## src/rtl/otter_intc.sv

```systemverilog
// N-source interrupt controller for the OTTER MCU: synchronised edge/level sources,
// per-source enable, fixed lowest-index priority and a claim/complete handshake.
module otter_intc #(
    parameter int unsigned N_SRC     = 8,
    parameter logic [31:0] BASE_ADDR = 32'h1100_0100
) (
    input  logic             clk,
    input  logic             RST_N,
    input  logic [N_SRC-1:0] irq_src,
    input  logic [31:0]      iobus_addr,
    input  logic [31:0]      iobus_out,
    input  logic             iobus_wr,
    input  logic             int_taken,
    output logic             intr,
    output logic [31:0]      rd_data
);

    typedef enum logic [1:0] {
        S_IDLE,
        S_ASSERT,
        S_SERVICE
    } state_t;

    state_t r_state, w_next;

    logic [N_SRC-1:0] r_sync1, r_sync2, r_prev;
    logic [N_SRC-1:0] r_pend_edge, r_enable, r_mode;
    logic [4:0]       r_isr_id;
    logic             r_valid;

    logic             w_hit;
    logic [2:0]       w_off;
    logic             w_wr_pend, w_wr_en, w_wr_mode, w_wr_cmp, w_cmp_match;
    logic [N_SRC-1:0] w_rise, w_w1c, w_cmp_clr, w_pend, w_elig;
    logic             w_any;
    logic [4:0]       w_win_id;
    logic [31:0]      w_pend32, w_en32, w_mode32;
    logic             w_unused_ok;

    assign w_unused_ok = ^iobus_out;

    assign w_hit     = (iobus_addr[31:5] == BASE_ADDR[31:5]) && (iobus_addr[1:0] == 2'b00);
    assign w_off     = iobus_addr[4:2];
    assign w_wr_pend = iobus_wr && w_hit && (w_off == 3'd0);
    assign w_wr_en   = iobus_wr && w_hit && (w_off == 3'd1);
    assign w_wr_mode = iobus_wr && w_hit && (w_off == 3'd2);
    assign w_wr_cmp  = iobus_wr && w_hit && (w_off == 3'd4);

    assign w_cmp_match = w_wr_cmp && (iobus_out[4:0] == r_isr_id);

    assign w_rise = r_sync2 & ~r_prev;
    assign w_w1c  = w_wr_pend ? iobus_out[N_SRC-1:0] : '0;

    always_comb begin
        w_cmp_clr = '0;
        for (int unsigned i = 0; i < N_SRC; i++) begin
            w_cmp_clr[i] = w_wr_cmp && (iobus_out[4:0] == 5'(i));
        end
    end

    // Edge pending is kept only for edge-mode bits; level bits mirror the synchroniser
    assign w_pend = r_pend_edge | (r_sync2 & ~r_mode);
    assign w_elig = w_pend & r_enable;
    assign w_any  = |w_elig;

    always_comb begin
        w_win_id = '0;
        for (int unsigned i = N_SRC; i > 0; i--) begin
            if (w_elig[i-1]) begin
                w_win_id = 5'(i - 1);
            end
        end
    end

    always_ff @(posedge clk or negedge RST_N) begin
        if (!RST_N) begin
            r_sync1     <= '0;
            r_sync2     <= '0;
            r_prev      <= '0;
            r_pend_edge <= '0;
            r_enable    <= '0;
            r_mode      <= '0;
        end else begin
            r_sync1     <= irq_src;
            r_sync2     <= r_sync1;
            r_prev      <= r_sync2;
            // A hardware edge wins over a same-cycle W1C or COMPLETE clear
            r_pend_edge <= ((r_pend_edge & ~(w_w1c | w_cmp_clr)) | w_rise) & r_mode;
            if (w_wr_en) begin
                r_enable <= iobus_out[N_SRC-1:0];
            end
            if (w_wr_mode) begin
                r_mode <= iobus_out[N_SRC-1:0];
            end
        end
    end

    always_ff @(posedge clk or negedge RST_N) begin
        if (!RST_N) begin
            r_state <= S_IDLE;
        end else begin
            r_state <= w_next;
        end
    end

    always_comb begin
        w_next = r_state;
        case (r_state)
            S_IDLE: begin
                if (w_any) begin
                    w_next = S_ASSERT;
                end
            end
            S_ASSERT: begin
                if (int_taken) begin
                    w_next = S_SERVICE;
                end else if (!w_any) begin
                    w_next = S_IDLE;
                end
            end
            S_SERVICE: begin
                if (w_cmp_match) begin
                    w_next = S_IDLE;
                end
            end
            default: w_next = S_IDLE;
        endcase
    end

    always_ff @(posedge clk or negedge RST_N) begin
        if (!RST_N) begin
            r_isr_id <= '0;
            r_valid  <= 1'b0;
        end else if ((r_state == S_ASSERT) && int_taken) begin
            r_isr_id <= w_win_id;
            r_valid  <= 1'b1;
        end else if ((r_state == S_SERVICE) && w_cmp_match) begin
            r_isr_id <= '0;
            r_valid  <= 1'b0;
        end
    end

    assign intr = (r_state == S_ASSERT);

    always_comb begin
        w_pend32 = '0;
        w_en32   = '0;
        w_mode32 = '0;
        w_pend32[N_SRC-1:0] = w_pend;
        w_en32[N_SRC-1:0]   = r_enable;
        w_mode32[N_SRC-1:0] = r_mode;
    end

    always_comb begin
        rd_data = '0;
        if (w_hit) begin
            case (w_off)
                3'd0: rd_data = w_pend32;
                3'd1: rd_data = w_en32;
                3'd2: rd_data = w_mode32;
                3'd3: rd_data = w_any ? {26'b0, 6'({1'b0, w_win_id}) + 6'd1} : '0;
                3'd5: rd_data = {r_valid, 26'b0, r_isr_id};
                default: rd_data = '0;
            endcase
        end
    end

endmodule

```

## config.mk

```make
export PLATFORM = sky130hd
export DESIGN_NAME = otter_intc
export DESIGN_NICKNAME = d
export VERILOG_FILES = /design/src/rtl/otter_intc.sv
export SDC_FILE = /design/constraint.sdc
export NUM_CORES = 1
export LEC_CHECK = 0
export ABC_AREA = 1
export CELL_PAD_IN_SITES_DETAIL_PLACEMENT = 1
export CELL_PAD_IN_SITES_GLOBAL_PLACEMENT = 1
export CORE_ASPECT_RATIO = 0.7
export CORE_MARGIN = 2
export CORE_UTILIZATION = 34
export CTS_BUF_LIST = sky130_fd_sc_hd__clkbuf_16
export DETAILED_ROUTE_END_ITERATION = 10
export PLACE_DENSITY_LB_ADDON = 0.05
export SETUP_SLACK_MARGIN = 0.1
export SLEW_MARGIN = 20
export SYNTH_ARGS = -nofsm -noshare
export SYNTH_HDL_FRONTEND = slang
export SYNTH_SLANG_ARGS = --single-unit
```

## constraint.sdc

```tcl
create_clock -name clk -period 5.7 [get_ports clk]
set_input_delay 1.14 -clock clk [delete_from_list [all_inputs] [get_ports clk]]
set_output_delay 1.14 -clock clk [all_outputs]
set_load 0.02 [all_outputs]
```

* Yosys cells after proc, flatten, opt, wreduce, memory -nomap -nowiden
Index checks and enable logic that the tools add are counted.
Operators by class: eq/ne operators 19, bitwise operators 11, add/sub/neg operators 1, reductions and logical operators 24, multiplexer cells 21
Operators with widths (count):
- $pmux 32 s5 | 1
- $mux 5 | 9
- $and 8x8->8 | 5
- $mux 32 | 1
- $eq 27x24->1 const B | 1
- $not 8->8 | 3
- $or 8x8->8 | 3
- $eq 5x3->1 const B | 4
- $logic_and 1x1->1 | 17
- $eq 5x2->1 const B | 2
- $mux 2 | 4
- $mux 8 | 1
- $reduce_or 8->1 | 1
- $add 5x1->6 const B | 1
- $eq 3x2->1 const B | 2
- $eq 3x3->1 const B | 2
- $mux 6 | 1
- $pmux 2 s3 | 1
- $eq 5x1->1 const B | 1
- $eq 5x5->1 | 1
- $logic_not 5->1 | 1
- $logic_not 2->1 | 2
- $ne 2x2->1 const B | 2
- $eq 3x1->1 const B | 1
- other kinds (8) | 9
Word-level totals: register bits after elaboration 56, word-level logic and storage cells 85, output and inout port bits 33, input port bits 76

* Longest topological paths before layout
Gate-level depths: netlist of the first run.
word-level depth 16, mapped depth 16, depth with buffers taken out 16

* Least setup slack after synthesis of the first run
OpenSTA, ideal clock, no wires.
path kind input-to-output, start point in iobus_addr[6], end point out rd_data[2], path buffers 0, path slack 2.273 ns, arrival 2.287 ns, data required time 4.560 ns, stages 6, cells stage by stage or2_1 -> nor2_2 -> nand2_2 -> nor2_4 -> o21ai_1 -> a31oi_1
On the way: word-level cells in the longest chain between the ends 3
RTL lines:
- start, declared | RTL line 10 | input logic [31:0] iobus_addr,
- $eq 27x24->1 | RTL line 42 | assign w_hit = (iobus_addr[31:5] == BASE_ADDR[31:5]) && (iobus_addr[1:0] == 2'b00);
- $logic_and 1x1->1 | RTL line 42
- $mux 32 | RTL line 156 | if (w_hit) begin
- end, declared | RTL line 15 | output logic [31:0] rd_data
No other way between the ends.

* Final worst setup path of the first run
start point in iobus_addr[28], end point out rd_data[4]
The elaborated chain is that of the path after synthesis.

==> results.toml, run 1 <==
[setup_path]
cp_data_required_time_ns = 4.56
arrival_ns = 3.44
slowest_stage = "clkdlybuf4s50_1"
crit_path_cell_trace = "clkdlybuf4s50_1 > inv_1 > nor2_1 > nand2_1 > nor2_1 > nand2_2 > nor2_4 > o21ai_1 > a31oi_1 > clkdlybuf4s50_1"
slowest_delay_ns = 0.64
cp-end-kind = "primary output"
path_max_fanout = 8
critPathKind = "in -> out"
rrSetupSlack_ns = 4.25
r2r_cells = 14
r2r-start = "r_mode[6]"
r2r-end = "r_isr_id[0]"
startpoint_type = "input port"

[timing]
period_needed_ns = 4.58
post-route-period-util = 0.804
rsz0062_at_grt = "no"
setup_tns_ns = 0
hold_viol_final = 0
drv_slew = 0
fmax_ghz = 0.218
skew_ns = 0.00631
whs_ns = 0.349
postLayoutSetupSlackWorst_ns = 1.12
worst_pin_slew_ns = 0.682
slew_headroom = 0.542
setup_viol = 0

[power]
powerDensity_mw_per_mm2 = 222
irDropWorstVdd_mv = 0.116
p_leak_nw = 1.76
fin_total_pwr_uw = 824

[clocking]
path_clk_slew_ns = 0.07
cts_tree = "built"
cts_sinks = 54
cts_hold_buf = 0
cts.path.max_buffers = 2
cts.repair.resized = 0
cts_root_buffer = "clkbuf_16"
postCtsSetupBuffers = 0
h-tree-depth = 2
worstSkewPairLatency_ns = 0.29
numCtsBuffers = 5

[die]
die_h_um = 81.7
ioPinCount = 109
die_w_um = 115
placementRows = 28
dieArea_mm2 = 0.00940
core_mm2 = 0.00841
start_util = 0.349

[global_routing]
track_usage = 0.175
antenna_found_initial = 0
overflow = 0
grt_max_degree = 55
grt_pass1_vias = 2564
grt_pass1_wl_mm = 12.6

[synthesis]
async_flop_share = 1.00
syn-cell-area_mm2 = 0.00293
synth_top_flop_cell = "dfrtp_1"
yosysSeqAreaShare = 0.461
avgSynthCellArea_um2 = 7.68
ys_seq_elements = 54
yosys_warnings = 0
synth.distinct_cells = 33
synth_edf_count = 0
synthCells = 382

[placement]
gp_congestion = 0.820
port-buffer-count = 61
hpwl_mm = 6.01
post-place-ws_ns = 1.08
placed_cells = 543

[final_layout]
area_growth_pct = 26.8
layout.cells.non_filler = 550
layout_common_cells = "nand2_1 (108), inv_1 (63), clkdlybuf4s50_1 (60)"
final_nets = 522
multi_input_area_mm2 = 0.00121
fill_cells = 1063
drive_above_1_share = 0.0742
diodes = 0
final_common_cell = "nand2_1"
final-seq-area_mm2 = 0.00135

[route]
firstDrtPassIters = 4
route.detailed.drc = 0
routed-via-count = 2538
dr.first_iter.drc_count = 86
wl_per_cell_um = 13.8
routed_wl_mm = 7.58
final_antenna_net_count = 0
drt-vias-per-instance = 4.61

[hold_path]
worstHoldStart = "r_sync1[4]"
whs_path_depth = 0
min_to = "r_sync2[4]"
min_path_type = "reg -> reg"

[status]
status = "complete, no violations"

[job]
maxCapViolations = 0
[cell usage after synthesis (2+ instances only)]
cell,n,area share
nand2_1,108,0.14
inv_1,63,0.081
dfrtp_1,54,0.46
nor2_1,31,0.040
buf_4,23,0.059
nand3_1,16,0.027
a21oi_1,13,0.022
nand4_1,12,0.026
o21ai_0,9,0.015
o21ai_2,8,0.024
nand2_2,7,0.015
a31oi_1,5,0.011
nor2_2,4,0.0085
a221oi_1,3,0.0090
nor3_1,3,0.0051
a22oi_1,2,0.0051
buf_2,2,0.0034
buf_6,2,0.0077
clkbuf_1,2,0.0026
o21ai_1,2,0.0034
[cells by family (layout without fill, tap and decap cells)]
| logic type | after synthesis | after routing | share of synthesized area |
|---|---|---|---|
| simple gates | 187 | 187 | 0.279 |
| buf+inv | 93 | 134 | 0.154 |
| flops | 54 | 54 | 0.461 |
| compound gates | 44 | 44 | 0.0943 |
| xor+xnor | 2 | 2 | 0.00597 |
| fa+ha+maj | 1 | 1 | 0.00427 |
| other cells | 1 | 23 | 0.00128 |
[report_power, final]
| group | total, mW | switching, mW | leakage, nW | internal, mW |
|---|---|---|---|---|
| logic | 0.0878 | 0.0494 | 0.984 | 0.0384 |
| registers | 0.396 | 0.00421 | 0.694 | 0.392 |
| clock network | 0.339 | 0.134 | 0.0799 | 0.206 |
| total | 0.824 | 0.187 | 1.76 | 0.636 |
[worst max-delay path by stage]
stage                         startpoint          to  slack (ns)  cells past startpoint
final                     iobus_addr[28]  rd_data[4]        1.12                     10
after global routing      iobus_addr[28]  rd_data[2]        0.93                     10
after CTS                 iobus_addr[28]  rd_data[4]        1.07                     10
after detailed placement  iobus_addr[28]  rd_data[4]        1.08                     10
after global placement    iobus_addr[28]  rd_data[4]        1.06                     10
after floorplan            iobus_addr[6]  rd_data[2]        2.27                      6
[registers in the layout, summed over array words and instances, names as in the netlist]
| register | count |
|---|---|
| r_sync1 | 8 |
| r_isr_id | 3 |
| r_enable | 8 |
| r_pend_edge | 8 |
| r_sync2 | 8 |
| r_state | 2 |
| r_prev | 8 |
| r_mode | 8 |
| r_valid | 1 |
[final cells by class]
class,instances,share of cell area
sequential,54,0.363
multi-input combinational,257,0.326
timing repair buffer,63,0.167
inverter,64,0.0646
tap,105,0.0353
clock buffer,5,0.0336
clock inverter,2,0.0104
[per-stage QoR]
stage | utilization | instance area [um^2]
2_1_floorplan | - | 3020
3_5_place_dp | 0.423 | 3550
5_1_grt | 0.442 | 3720
3_3_place_gp | 0.423 | 3550
6_report | 0.442 | 3720
4_1_cts | 0.442 | 3720
[routing by layer]
| metal | track usage | vias to the layer above | part of all wire |
|---|---|---|---|
| met3 | 0.0325 | 2 | 0.063 |
| met5 | 0 | - | 0 |
| li1 | - | 1273 | - |
| met2 | 0.278 | 70 | 0.42 |
| met1 | 0.250 | 1193 | 0.51 |
| met4 | 0.0361 | 0 | 0.0050 |
[critical path: cells and delay by family]
kind,cells,cell delay (ns)
AOI/OAI and AO/OA,2,0.57
buffers and inverters,3,1.12
and+or+nand+nor,5,0.60
No activity file was read; power rests on OpenSTA's default activity.
==> run 2: changes to the inputs <==
--- a/config.mk
+++ b/config.mk
@@ -10,7 +10,7 @@
 export CELL_PAD_IN_SITES_GLOBAL_PLACEMENT = 1
 export CORE_ASPECT_RATIO = 0.7
 export CORE_MARGIN = 2
-export CORE_UTILIZATION = 34
+export CORE_UTILIZATION = 31
 export CTS_BUF_LIST = sky130_fd_sc_hd__clkbuf_16
 export DETAILED_ROUTE_END_ITERATION = 10
 export PLACE_DENSITY_LB_ADDON = 0.05
==> constraint.sdc (replaced) <==
create_clock -name clk -period 4.73 [get_ports clk]
set_input_delay 0.946 -clock clk [delete_from_list [all_inputs] [get_ports clk]]
set_output_delay 0.946 -clock clk [all_outputs]
set_load 0.02 [all_outputs]
==> run 2 against run 1 <==
Effect of this change:
- sequential share of layout area fell by 0.39 points
- worst setup slack got worse by 0.58 ns
- worst hold slack better by 0.0049 ns
- largest power group unchanged
- final cell count increased by 3.8%
- global-route usage down 0.39 points
- non-clock buffer count increased by 1
- clock skew shrank 0.00058 ns
- core utilization shrank 3.1 points
- first-iteration DRC count increased by 3.5%
- combinational power rose by 22%
==> results.toml, run 2 (synthesized netlist as in run 1, its figures left out) <==
[status]
status = "complete, no violations"

[timing]
fmax_ghz = 0.239
postLayoutSetupSlackWorst_ns = 0.543
hold_viol_final = 0
setup_viol = 0
drv_slew = 0
slew_headroom = 0.491
post-route-period-util = 0.885
period_needed_ns = 4.19
skew_ns = 0.00573
rsz0062_at_grt = "no"
setup_tns_ns = 0
worst_pin_slew_ns = 0.758

[placement]
port-buffer-count = 61
gp_congestion = 0.790
hpwl_mm = 6.31
post-place-ws_ns = 0.540
place_area_mm2 = 0.00359

[final_layout]
diodes = 0
final_nets = 523
drive_above_1_share = 0.0783
area_growth_pct = 28.2
design_area_mm2 = 0.00376
multi_input_area_mm2 = 0.00121
layout_common_cells = "nand2_1 (108), inv_1 (63), clkdlybuf4s50_1 (60)"
final-seq-area_mm2 = 0.00135
fill_cells = 1132
final_common_cell = "nand2_1"

[power]
fin_total_pwr_mw = 1.03
irDropWorstVdd_mv = 0.132
p_leak_nw = 1.77
powerDensity_mw_per_mm2 = 273

[die]
die_w_um = 120
placementRows = 29
dieArea_mm2 = 0.0103
core_mm2 = 0.00914
ioPinCount = 109
start_util = 0.321
die_h_um = 85.4

[global_routing]
grt_pass1_vias = 2599
overflow = 0
grt_max_degree = 55
track_usage = 0.171
grt_pass1_wl_mm = 13.3
antenna_found_initial = 0

[clocking]
path_clk_slew_ns = 0.07
h-tree-depth = 2
cts.path.max_buffers = 2
postCtsSetupBuffers = 0
cts_sinks = 54
cts_root_buffer = "clkbuf_16"
cts_tree = "built"
worstSkewPairLatency_ns = 0.30
numCtsBuffers = 5
cts_hold_buf = 0
cts.repair.resized = 0

[setup_path]
startpoint_type = "input port"
critPathTopFamily = "buffers and inverters"
crit_path_cell_trace = "clkdlybuf4s50_1 > inv_1 > nand2_1 > clkinv_1 > nand2_1 > o21ai_0 > a221oi_1 > a21oi_1 > clkdlybuf4s50_1"
cp-end-kind = "primary output"
slowest_delay_ns = 0.58
critPathKind = "in -> out"
path_max_fanout = 9
cp_data_required_time_ns = 3.78
slowest_stage = "clkdlybuf4s50_1"
worst-path-buf-inv = 4
arrival_ns = 3.24

[route]
drt-vias-per-instance = 4.45
route.detailed.drc = 0
dr.first_iter.drc_count = 89
routed-via-count = 2542
wl_per_cell_um = 14.5
routed_wl_mm = 8.26
firstDrtPassIters = 4
final_antenna_net_count = 0

[job]
maxCapViolations = 0

[hold_path]
min_path_type = "reg -> reg"
==> run 2: changes by cell type in the layout (fill, tap and decap cells not counted), sizes merged <==
cell    delta
buf        +1
clkinv     -1
inv        +2
==> run 2: metal layers <==
metal  vias to the layer above  GRT usage  part of all wire
met5                         -          0                 0
met4                         0     0.0476             0.011
met3                         7     0.0343             0.040
met2                        52      0.260              0.43
met1                      1215      0.248              0.52
li1                       1268          -                 -
==> run 2: through the flow <==
stage,util,std cells,hold slack [ns]
finish,0.411,571,0.353
global route,0.411,571,0.367
CTS,0.411,571,0.356
detailed placement,0.392,563,0.339
global placement,0.392,563,0.332
floorplan,-,404,0.331
==> run 2: path summary, 6_finish.rpt <==
path	from	end	slack (ns)	cells past startpoint
worst max register to register	r_mode[0]	r_state[0]	3.24	9
worst max-delay path	iobus_addr[4]	rd_data[0]	0.54	9
worst min register to register	r_sync1[3]	r_sync2[3]	0.35	0
worst min-delay path	r_sync1[3]	r_sync2[3]	0.35	0
max in group asynchronous	RST_N	r_enable[2]	3.48	2
min in group asynchronous	RST_N	r_mode[7]	0.75	2
==> run 2: layout make-up <==
cell class | count | area share
sequential | 54 | 0.360
tap | 124 | 0.0413
clock buffer | 5 | 0.0333
timing repair buffer | 64 | 0.167
multi-input combinational | 257 | 0.322
inverter | 64 | 0.0639
clock inverter | 3 | 0.0126
==> run 2: power by group <==
group / switching (mW) / internal, mW / leakage (nW)
registers: 0.00521 / 0.472 / 0.694
logic: 0.0604 / 0.0462 / 0.990
clock network: 0.187 / 0.254 / 0.0848
total: 0.253 / 0.773 / 1.77
==> run 3: changes to the inputs <==
--- a/config.mk
+++ b/config.mk
@@ -6,14 +6,14 @@
 export NUM_CORES = 1
 export LEC_CHECK = 0
 export ABC_AREA = 1
+export CAP_MARGIN = 30
 export CELL_PAD_IN_SITES_DETAIL_PLACEMENT = 1
 export CELL_PAD_IN_SITES_GLOBAL_PLACEMENT = 1
 export CORE_ASPECT_RATIO = 0.7
-export CORE_MARGIN = 2
 export CORE_UTILIZATION = 31
 export CTS_BUF_LIST = sky130_fd_sc_hd__clkbuf_16
 export DETAILED_ROUTE_END_ITERATION = 10
-export PLACE_DENSITY_LB_ADDON = 0.05
+export PLACE_DENSITY = 0.82
 export SETUP_SLACK_MARGIN = 0.1
 export SLEW_MARGIN = 20
 export SYNTH_ARGS = -nofsm -noshare
==> run 3 against run 2 <==
Effect of this change:
- design area down 0.13%
- non-clock buffer count unchanged
- worst setup slack worse by 0.024 ns
- clock power down 4%
==> results.toml, run 3 (synthesized netlist as in run 1, its figures left out) <==
[setup_path]
slowest_stage = "clkdlybuf4s50_1"
critPathKind = "in -> out"
slowest_delay_ns = 0.66
arrival_ns = 3.27
r2r_cells = 9
crit_path_cell_trace = "clkdlybuf4s50_1 > nor2_1 > inv_1 > nor2_1 > buf_4 > nand2_1 > a31oi_1 > clkdlybuf4s50_1"
startpoint_type = "input port"
rrSetupSlack_ns = 3.25
cp_data_required_time_ns = 3.78
path_max_fanout = 8
cp-end-kind = "primary output"

[route]
drt-vias-per-instance = 4.60
routed-via-count = 2627
wl_per_cell_um = 14.3
dr.first_iter.drc_count = 137
final_antenna_net_count = 0
routed_wl_mm = 8.17
firstDrtPassIters = 4
route.detailed.drc = 0

[final_layout]
diodes = 0
fill_cells = 1122
final_nets = 523
drive_above_1_share = 0.0761
layout_common_cells = "nand2_1 (108), inv_1 (63), clkdlybuf4s50_1 (60)"
final-seq-area_mm2 = 0.00135
design_area_mm2 = 0.00375
area_growth_pct = 28.0
multi_input_area_mm2 = 0.00121
final_common_cell = "nand2_1"

[placement]
post-place-ws_ns = 0.485
port-buffer-count = 61
hpwl_mm = 6.32
gp_congestion = 0.847
place_area_mm2 = 0.00359

[power]
irDropWorstVdd_mv = 0.120
power.switching_uw = 241
internal-power_uw = 769
pwr-share-comb = 0.106
p_clk_frac = 0.421
powerDensity_mw_per_mm2 = 269
p_leak_nw = 1.77
pwr-share-seq = 0.473
p_sw_frac = 0.238

[die]
ioPinCount = 109
die_h_um = 83.4
start_util = 0.322
placementRows = 29
dieArea_mm2 = 0.00986
die_w_um = 118
core_mm2 = 0.00911

[timing]
worst_pin_slew_ns = 0.780
post-route-period-util = 0.890
hold_viol_final = 0
setup_tns_ns = 0
whs_ns = 0.350
period_needed_ns = 4.21
setup_viol = 0
slew_headroom = 0.477
drv_slew = 0
rsz0062_at_grt = "no"
fmax_ghz = 0.237
skew_ns = 0.00564
postLayoutSetupSlackWorst_ns = 0.519

[global_routing]
overflow = 0
grt_max_degree = 55
track_usage = 0.180
use_met1 = 0.230
grt_pass1_vias = 2773
grt_pass1_wl_mm = 13.7
top_usage_layer = "met2"
grtUsageMet2 = 0.306
antenna_found_initial = 0
grtUsageMet3 = 0.0398

[clocking]
cts.path.max_buffers = 2
cts_hold_buf = 0
cts.repair.resized = 0
h-tree-depth = 2
cts_root_buffer = "clkbuf_16"
cts_tree = "built"
numCtsBuffers = 5
worstSkewPairLatency_ns = 0.30
path_clk_slew_ns = 0.07
postCtsSetupBuffers = 0
cts_sinks = 54

[job]
maxCapViolations = 0

[hold_path]
min_path_type = "reg -> reg"
whs_path_depth = 0

[status]
status = "complete, no violations"
[run 3: cell count changes in the layout (fill, tap and decap cells not counted)]
cell / previous run / this run
inv_6: 2 / 1
clkinv_1: 1 / 2
[run 3: stage by stage]
stage | utilization | power, mW | std cells
after detailed placement | 0.394 | 0.594 | 563
after CTS | 0.412 | 1.02 | 571
after global placement | 0.394 | 0.590 | 563
final | 0.412 | 1.01 | 571
after global routing | 0.412 | 1.05 | 571
after floorplan | - | 0.543 | 404
[run 3: path summary, 6_finish.rpt]
path | from | end
min in group asynchronous | RST_N | r_sync1[3]
setup reg to reg | r_mode[0] | r_state[0]
setup / recovery | iobus_addr[3] | rd_data[4]
hold / removal | r_sync1[1] | r_sync2[1]
hold reg to reg | r_sync1[1] | r_sync2[1]
max in group asynchronous | RST_N | r_isr_id[0]
[run 3: final cells by class]
cell class,count,share of cell area
clock buffer,5,0.0333
clock inverter,3,0.0113
inverter,64,0.0640
multi-input combinational,257,0.323
sequential,54,0.360
tap,124,0.0413
timing repair buffer,64,0.167
[run 3: worst max-delay path, delay by kind of cell]
kind / cells / cell delay (ns)
AO/OA/AOI/OAI: 1 / 0.20
buffers and inverters: 4 / 1.47
AND/OR/NAND/NOR: 3 / 0.66
[run 3: metal layers]
layer  routed length, um  share of wire
met1                3710           0.45
met5                   0              0
met3                 301          0.037
met2                4070           0.50
met4                  84          0.010
[run 3: power by group through the flow]
stage | sequential [mW] | clock [mW] | combinational, mW
after global placement | 0.486 | 0 | 0.104
after global routing | 0.479 | 0.455 | 0.117
after detailed placement | 0.487 | 0 | 0.107
after floorplan | 0.485 | 0 | 0.0577
final | 0.478 | 0.425 | 0.107
after CTS | 0.478 | 0.436 | 0.107
